File: src/rtl/if_pkg.sv
// Types and constants shared by the IF1/IF2 boundary, IF2 and the BPU.
// Fetch groups are a base PC plus a per-lane valid mask.
package if_pkg;

    localparam int INST_BYTES = 4;
    localparam int DEF_LANES  = 2;
    localparam int DEF_PC_W   = 32;

    typedef struct packed {
        logic [DEF_PC_W-1:0]  pc;
        logic [DEF_LANES-1:0] mask;
    } fetch_grp_t;

endpackage

File: src/rtl/if_grp_fifo.sv
// Generic DEPTH-entry synchronous FIFO of fetch groups with whole-queue flush.
// Occupancy count and pointers reset; entry storage does not.
module if_grp_fifo
    import if_pkg::*;
#(
    parameter int  DEPTH = 2,
    parameter type T     = fetch_grp_t
) (
    input  logic clk,
    input  logic rst,
    input  logic push_i,
    input  T     data_i,
    input  logic pop_i,
    input  logic flush_i,
    output T     head_o,
    output logic full_o,
    output logic empty_o
);

    localparam int AW    = $clog2(DEPTH);
    localparam int CNT_W = AW + 1;

    T               mem_q [DEPTH];
    logic [AW-1:0]  wr_ptr_q, wr_ptr_d;
    logic [AW-1:0]  rd_ptr_q, rd_ptr_d;
    logic [CNT_W-1:0] count_q, count_d;
    logic           push_ok, pop_ok;

    assign full_o  = (count_q == CNT_W'(DEPTH));
    assign empty_o = (count_q == '0);
    assign head_o  = mem_q[rd_ptr_q];

    assign push_ok = push_i & ~full_o & ~flush_i;
    assign pop_ok  = pop_i & ~empty_o & ~flush_i;

    // NOTE: every always_comb output gets a default first so no path can infer a latch.
    always_comb begin
        wr_ptr_d = wr_ptr_q;
        rd_ptr_d = rd_ptr_q;
        count_d  = count_q;
        if (flush_i) begin
            wr_ptr_d = '0;
            rd_ptr_d = '0;
            count_d  = '0;
        end else begin
            if (push_ok) wr_ptr_d = wr_ptr_q + AW'(1);
            if (pop_ok)  rd_ptr_d = rd_ptr_q + AW'(1);
            case ({push_ok, pop_ok})
                2'b10:   count_d = count_q + CNT_W'(1);
                2'b01:   count_d = count_q - CNT_W'(1);
                default: count_d = count_q;
            endcase
        end
    end

    // NOTE: sequential state uses non-blocking assignments so all registers update from pre-edge values.
    always_ff @(posedge clk or posedge rst) begin
        if (rst) begin
            wr_ptr_q <= '0;
            rd_ptr_q <= '0;
            count_q  <= '0;
        end else begin
            wr_ptr_q <= wr_ptr_d;
            rd_ptr_q <= rd_ptr_d;
            count_q  <= count_d;
        end
    end

    // NOTE: storage is deliberately not reset; validity comes only from count_q.
    always_ff @(posedge clk) begin
        if (push_ok) mem_q[wr_ptr_q] <= data_i;
    end

endmodule

File: src/rtl/if_stage_queue.sv
// IF1->IF2 fetch-group queue: filters empty groups, buffers DEPTH groups,
// expands the head base PC into per-lane PCs and masks outputs on flush.
module if_stage_queue
    import if_pkg::*;
#(
    parameter int LANES = DEF_LANES,
    parameter int PC_W  = DEF_PC_W,
    parameter int DEPTH = 2
) (
    input  logic                  clk,
    input  logic                  rst,
    input  logic                  i_valid,
    input  logic [PC_W-1:0]       i_pc,
    input  logic [LANES-1:0]      i_lane_mask,
    output logic                  o_ready,
    input  logic                  i_flush,
    input  logic                  i_ready,
    output logic                  o_valid,
    output logic [LANES*PC_W-1:0] o_pc,
    output logic [LANES-1:0]      o_lane_valid
);

    // Same layout as fetch_grp_t, sized by this instance's parameters.
    typedef struct packed {
        logic [PC_W-1:0]  pc;
        logic [LANES-1:0] mask;
    } grp_t;

    grp_t wr_grp, head_grp;
    logic push, pop, full, empty;

    assign wr_grp.pc   = i_pc;
    assign wr_grp.mask = i_lane_mask;

    assign o_ready      = ~full;
    assign push         = i_valid & o_ready & ~i_flush & (|i_lane_mask);
    assign o_valid      = ~empty & ~i_flush;
    assign pop          = o_valid & i_ready;
    assign o_lane_valid = head_grp.mask & {LANES{o_valid}};

    // Lane PCs wrap modulo 2^PC_W; the carry out is intentionally dropped.
    always_comb begin
        o_pc = '0;
        for (int k = 0; k < LANES; k++) begin
            o_pc[k*PC_W +: PC_W] = head_grp.pc + PC_W'(INST_BYTES * k);
        end
    end

    if_grp_fifo #(
        .DEPTH (DEPTH),
        .T     (grp_t)
    ) u_fifo (
        .clk     (clk),
        .rst     (rst),
        .push_i  (push),
        .data_i  (wr_grp),
        .pop_i   (pop),
        .flush_i (i_flush),
        .head_o  (head_grp),
        .full_o  (full),
        .empty_o (empty)
    );

endmodule
File: config.mk
export PLATFORM = sky130hd
export DESIGN_NAME = if_stage_queue
export DESIGN_NICKNAME = d
export VERILOG_FILES = /design/src/rtl/if_pkg.sv /design/src/rtl/if_grp_fifo.sv /design/src/rtl/if_stage_queue.sv
export SDC_FILE = /design/constraint.sdc
export NUM_CORES = 1
export LEC_CHECK = 0
export CORE_MARGIN = 2
export CORE_UTILIZATION = 50
export CTS_CLUSTER_SIZE = 20
export DETAILED_ROUTE_END_ITERATION = 8
export HOLD_SLACK_MARGIN = 0.1
export PLACE_DENSITY = 0.95
export SLEW_MARGIN = 20
export SYNTH_ARGS = -nofsm -noshare
export SYNTH_HDL_FRONTEND = slang
export SYNTH_HIERARCHICAL = 1
export SYNTH_SLANG_ARGS = --single-unit
export TNS_END_PERCENT = 50
File: constraint.sdc
create_clock -name clk -period 8.6 [get_ports clk]
set_input_delay 1.72 -clock clk [delete_from_list [all_inputs] [get_ports clk]]
set_output_delay 1.72 -clock clk [all_outputs]
set_load 0.03 [all_outputs]
# Word-level counts from Yosys, hierarchy flattened
# Memory sizes are Yosys's and may differ from the RTL's.
# Cells that the tools add are included.
# classes
add_sub_neg,5
muxes,8
bitwise_logic,13
n_eq_ne,3
reduce_logical,5
# op_table
operator,n
$add 32x3->32 const B,1
$and 1x1->1,9
$mux 1,6
$eq 2x2->1 const B,2
$pmux 2 s2,1
$reduce_bool 2->1,2
$not 1->1,3
$reduce_bool 3->1,1
$add 1x1->1 const B,2
$add 2x1->2 const B,1
$and 2x2->2,1
$eq 2x1->1 const B,1
$logic_not 2->1,1
$mux 2,1
$reduce_or 2->1,1
$sub 2x1->2 const B,1
# word_totals
register_bits,4
ramBits,68
memories,1
# mem_list
memory,depth,word_bits,rd,rd_ports_with_merged_regs,write_ports,line,rtl
u_fifo.mem_q,2,34,1,0,1,if_grp_fifo.sv:23,T mem_q [DEPTH];

# Logic depth before layout (Yosys ltp)
# logic_depth
word_depth,10
ltp_mapped,8
depth_no_buf,8

# Modules after synthesis
# The synthesis kept the hierarchy.
# by_module_without_submodules
module,instances,area_per_inst_um2,cells_per_inst,seq_area_each_um2
if_grp_fifo,1,2681.3,133,2142.1
if_stage_queue,1,618.1,90,0.0

# Worst setup path before layout
# Ideal clock, no wire load.
# synth_timing
path_type,input port to flip-flop
from,input i_lane_mask[1]
to,"memory u_fifo/mem_q[1][0] in the netlist's numbering, enable pin"
slack_ns,3.428
setup_time_ns,0.475
t_arrival_ns,4.696
stages,4
cell_sequence,o211ai_1 > nor2_1 > nand2_1 > nor3b_1
# synth_via
elab_chain_cells,6
# synth_rtl
item,line,rtl
start: declaration,if_stage_queue.sv:14,"input logic [LANES-1:0] i_lane_mask,"
$reduce_or 2->1,if_stage_queue.sv:36,assign push = i_valid & o_ready & ~i_flush & (|i_lane_mask);
$and 1x1->1,if_stage_queue.sv:36,
named net push,if_stage_queue.sv:30,"logic push, pop, full, empty;"
$and 1x1->1 (2 in a row),if_grp_fifo.sv:33,assign push_ok = push_i & ~full_o & ~flush_i;
$mux 1,if_grp_fifo.sv:71,if (push_ok) mem_q[wr_ptr_q] <= data_i;
$mux 1 (not written as such),if_grp_fifo.sv:71,
end: declaration,if_grp_fifo.sv:23,
# The timed path passes the listed nets, and every way through them passes these cells.

# Worst setup path after layout
# layout_timing
from,register u_fifo.rd_ptr_q
to,output o_pc[56]
# layout_via
elab_chain_cells,2
# layout_rtl
item,line,rtl
start: declaration,if_grp_fifo.sv:25,"logic [AW-1:0] rd_ptr_q, rd_ptr_d;"
start signal: assignment,if_grp_fifo.sv:64,rd_ptr_q <= rd_ptr_d;
$mem_v2 2x34,n/a,
$add 32x3->32,if_stage_queue.sv:45,o_pc[k*PC_W +: PC_W] = head_grp.pc + PC_W'(INST_BYTES * k);
end: declaration,if_stage_queue.sv:19,"output logic [LANES*PC_W-1:0] o_pc,"
# Every way passes these cells.

==> results.md <==
- Status: finished, final reports clean
- Die W: 85.24 um
- Final Hold Fails: 0
- Root Driver: clkbuf_8
- Reg clk slew, reported paths: 70 ps
- Buffers added on ports: 106
- Vias per cell: 5.333
- R2r setup slk: 6410 ps
- Relative slew slack: 0.6197
- Worst-Skew Late Latency: 330 ps
- Synth Register Bits: 72
- Setup bufs post-CTS: 0
- Met3 Use GR: 0.06226
- Max_cap viols: 0
- CTS H-tree depth: 3
- CP Class: flip-flop to primary output
- Clock buffer depth: 2
- Initial DRC count: 138
- Post-synth ARST share: 0.05556
- Clk sinks: 72
- Row count: 29
- First-pass GRT wire length: 11200 um
- Worst-Margin Slew: 566.2 ps
- Vias in the first global route: 2328
- Cell with the most instances after synthesis: edfxtp_1
- Critical Path RT: 6880 ps
- Critical R2R Capture: u_fifo/mem_q[1][27]
- Post-synthesis adder-cell area fraction: 0.003792
- Share of layout cells above drive strength 1: 0.1948
- Area delta synth->final: 42.13%
- Total routed wirelength: 6986 um
- Vias: 2245
- Pin count of the biggest net entering global routing: 29
- Number of fill cells: 408
- Hold depth: 2
- Top Usage Layer GRT: met2
- Maximum vdd drop: 0.1349 mV
- Multi-input combinational cell area: 1110 um2
- Worst-case reg-to-reg path depth: 8
- Compound-gate portion of the synthesized area: 0.01631
- Synth area leader: edfxtp_1
- Total GRT Usage: 0.2023
- Detailed Routing Iterations Pass 1: 4
- Hold Crit Endpoint: u_fifo/wr_ptr_q
- Mux contribution to synthesized area: 0.1191
- WHS: 609.6 ps
- Hold crit path type: flip-flop to flip-flop
- CTS resizes: 0
- Die ar.: 7265 um2
- Mapped Area: 3299 um2
- Top-level I/O count: 107
- Syn Nets: 263
- Crit path capture type: primary output
- Met2 usage: 0.3643
- Xor/xnor share of the synthesized area: 0.07698
- Post-synth top area share: 0.6189
- Yosys cell types: 33
- # diodes: 0
- Leak: 1.582 nW
- Dominant combinational cell family by area after synthesis: multiplexers
- Arr. time, crit path: 3480 ps
- Core Area: 6350 um2
- Initial antenna violation count: 0
- Synth warnings: 6
- Mean post-synth cell area: 14.80 um2
- Skew final: 5.641 ps
- Register area share after synthesis: 0.6492
- Ys flop type: edfxtp_1
- Initial Util: 0.5196
- Post-DP HPWL: 5122 um
- GR Layer Usage met1: 0.2272
- Num CTS Buffers: 9
- CTS tree: built
- Crit start category: flip-flop
- Final period util: 0.6045
- Nets: 379
- Drc violations: 0
- Total congestion overflow: 0
- Simple-Gate Fraction of Synth Area: 0.1172
- Antenna viol nets, final: 0
- Final setup viols: 0
- Finished Layout Cells: 421
- Die height: 85.24 um
- Final slew viol count: 0
- FF-to-FF Start: u_fifo/count_q[0]
- EDFF count, synth: 68
- Placer Congestion: 0.8361
- HP Start: u_fifo/wr_ptr_q
- Final min period: 5199 ps
- Syn Inst Count: 223
- Post-CTS Hold Fix Bufs: 0
- FMAX: 192.3 MHz
- Synth cell count leaders: edfxtp_1 (68), mux2_2 (34), xnor2_1 (21), nand2_1 (11), nor2_1 (11)
- Pwr dens: 163.4 nW/um2
- Wirelength per Cell: 16.59 um
- Register area: 2142 um2
- Dpl cells: 405
- Fin Setup TNS: 0 ps
- Synth top area cells: edfxtp_1 (62%), mux2_2 (12%), xnor2_1 (5.6%)
- CP Max Fanout: 28
- RSZ-0062 raised after global routing: no
## worst max path at each step
stage | from | end | slack, ps | depth (start not counted)
2_1_floorplan | i_lane_mask[1] | u_fifo/mem_q[1][0] | 3430 | 4
3_3_place_gp | i_flush | o_lane_valid[0] | 3550 | 4
3_5_place_dp | i_flush | o_lane_valid[1] | 3480 | 4
4_1_cts | u_fifo/rd_ptr_q | o_pc[56] | 3360 | 7
5_1_grt | u_fifo/rd_ptr_q | o_pc[56] | 3180 | 7
6_report | u_fifo/rd_ptr_q | o_pc[56] | 3400 | 7
## worst max-delay path, stage by stage, from the launching register on
cell             delay (ps)
dfrtp_1                 540
buf_4                   430
mux2_2                  300
nand4_2                 230
nor4_4                  600
nand4_1                 180
xnor2_1                 160
clkdlybuf4s50_1         690
## cell families after synthesis
kind of cell	count (synthesis)
XOR/XNOR	29
AO/OA/AOI/OAI	9
adder cells (fa/ha/maj)	1
multiplexers	35
flip-flops	72
AND/OR/NAND/NOR	65
buffers and inverters	12
## layer usage
layer,share of wire,vias up
li1,-,1063
met1,0.38,1087
met2,0.54,88
met3,0.077,7
met4,0.0087,0
met5,0,-
## area by class of cell
class                           instances  area share
Sequential cell                        72      0.4568
Multi-Input combinational cell        139      0.2367
Timing Repair Buffer                  111      0.2343
Clock buffer                            9     0.02641
Clock inverter                          7     0.02054
Tap cell                               77     0.02054
Inverter                                6    0.004803
## cells in the final DEF (no fill, tap or decap), drive strengths merged, types with 5 or more instances in the layout
cell type,netlist,final
nand4,10,10
nor2,11,11
mux2,34,34
nand2,11,11
buf,6,5
edfxtp,68,68
inv,6,6
xnor2,21,21
clkbuf,0,9
nand3,11,11
clkdlybuf4s50,0,106
xor2,8,8
## state kept, by name, indices dropped and copies added, names as in the netlist
signal / cells
u_fifo/mem_q: 68
u_fifo/count_q: 2
u_fifo/rd_ptr_q: 1
u_fifo/wr_ptr_q: 1
## stage by stage
step           total power [mW]  worst slack (ps)  utilization  instance area (um2)
6_report                 0.7660              3401       0.7385                 4690
5_1_grt                  0.7944              3185       0.7385                 4690
4_1_cts                  0.7739              3356       0.7385                 4690
3_5_place_dp             0.4870              3482       0.7038                 4469
3_3_place_gp             0.4844              3551       0.7038                 4469
2_1_floorplan            0.4425              3428            -                 3299
## power breakdown
| group | total (mW) | leakage, nW | internal (mW) | switching [mW] |
|---|---|---|---|---|
| Sequential | 0.393 | 0.670 | 0.390 | 0.00248 |
| Clock | 0.287 | 0.101 | 0.163 | 0.124 |
| Combinational | 0.0863 | 0.810 | 0.0414 | 0.0449 |
| Total | 0.766 | 1.58 | 0.595 | 0.171 |
Power figures use the tool's default switching activity.
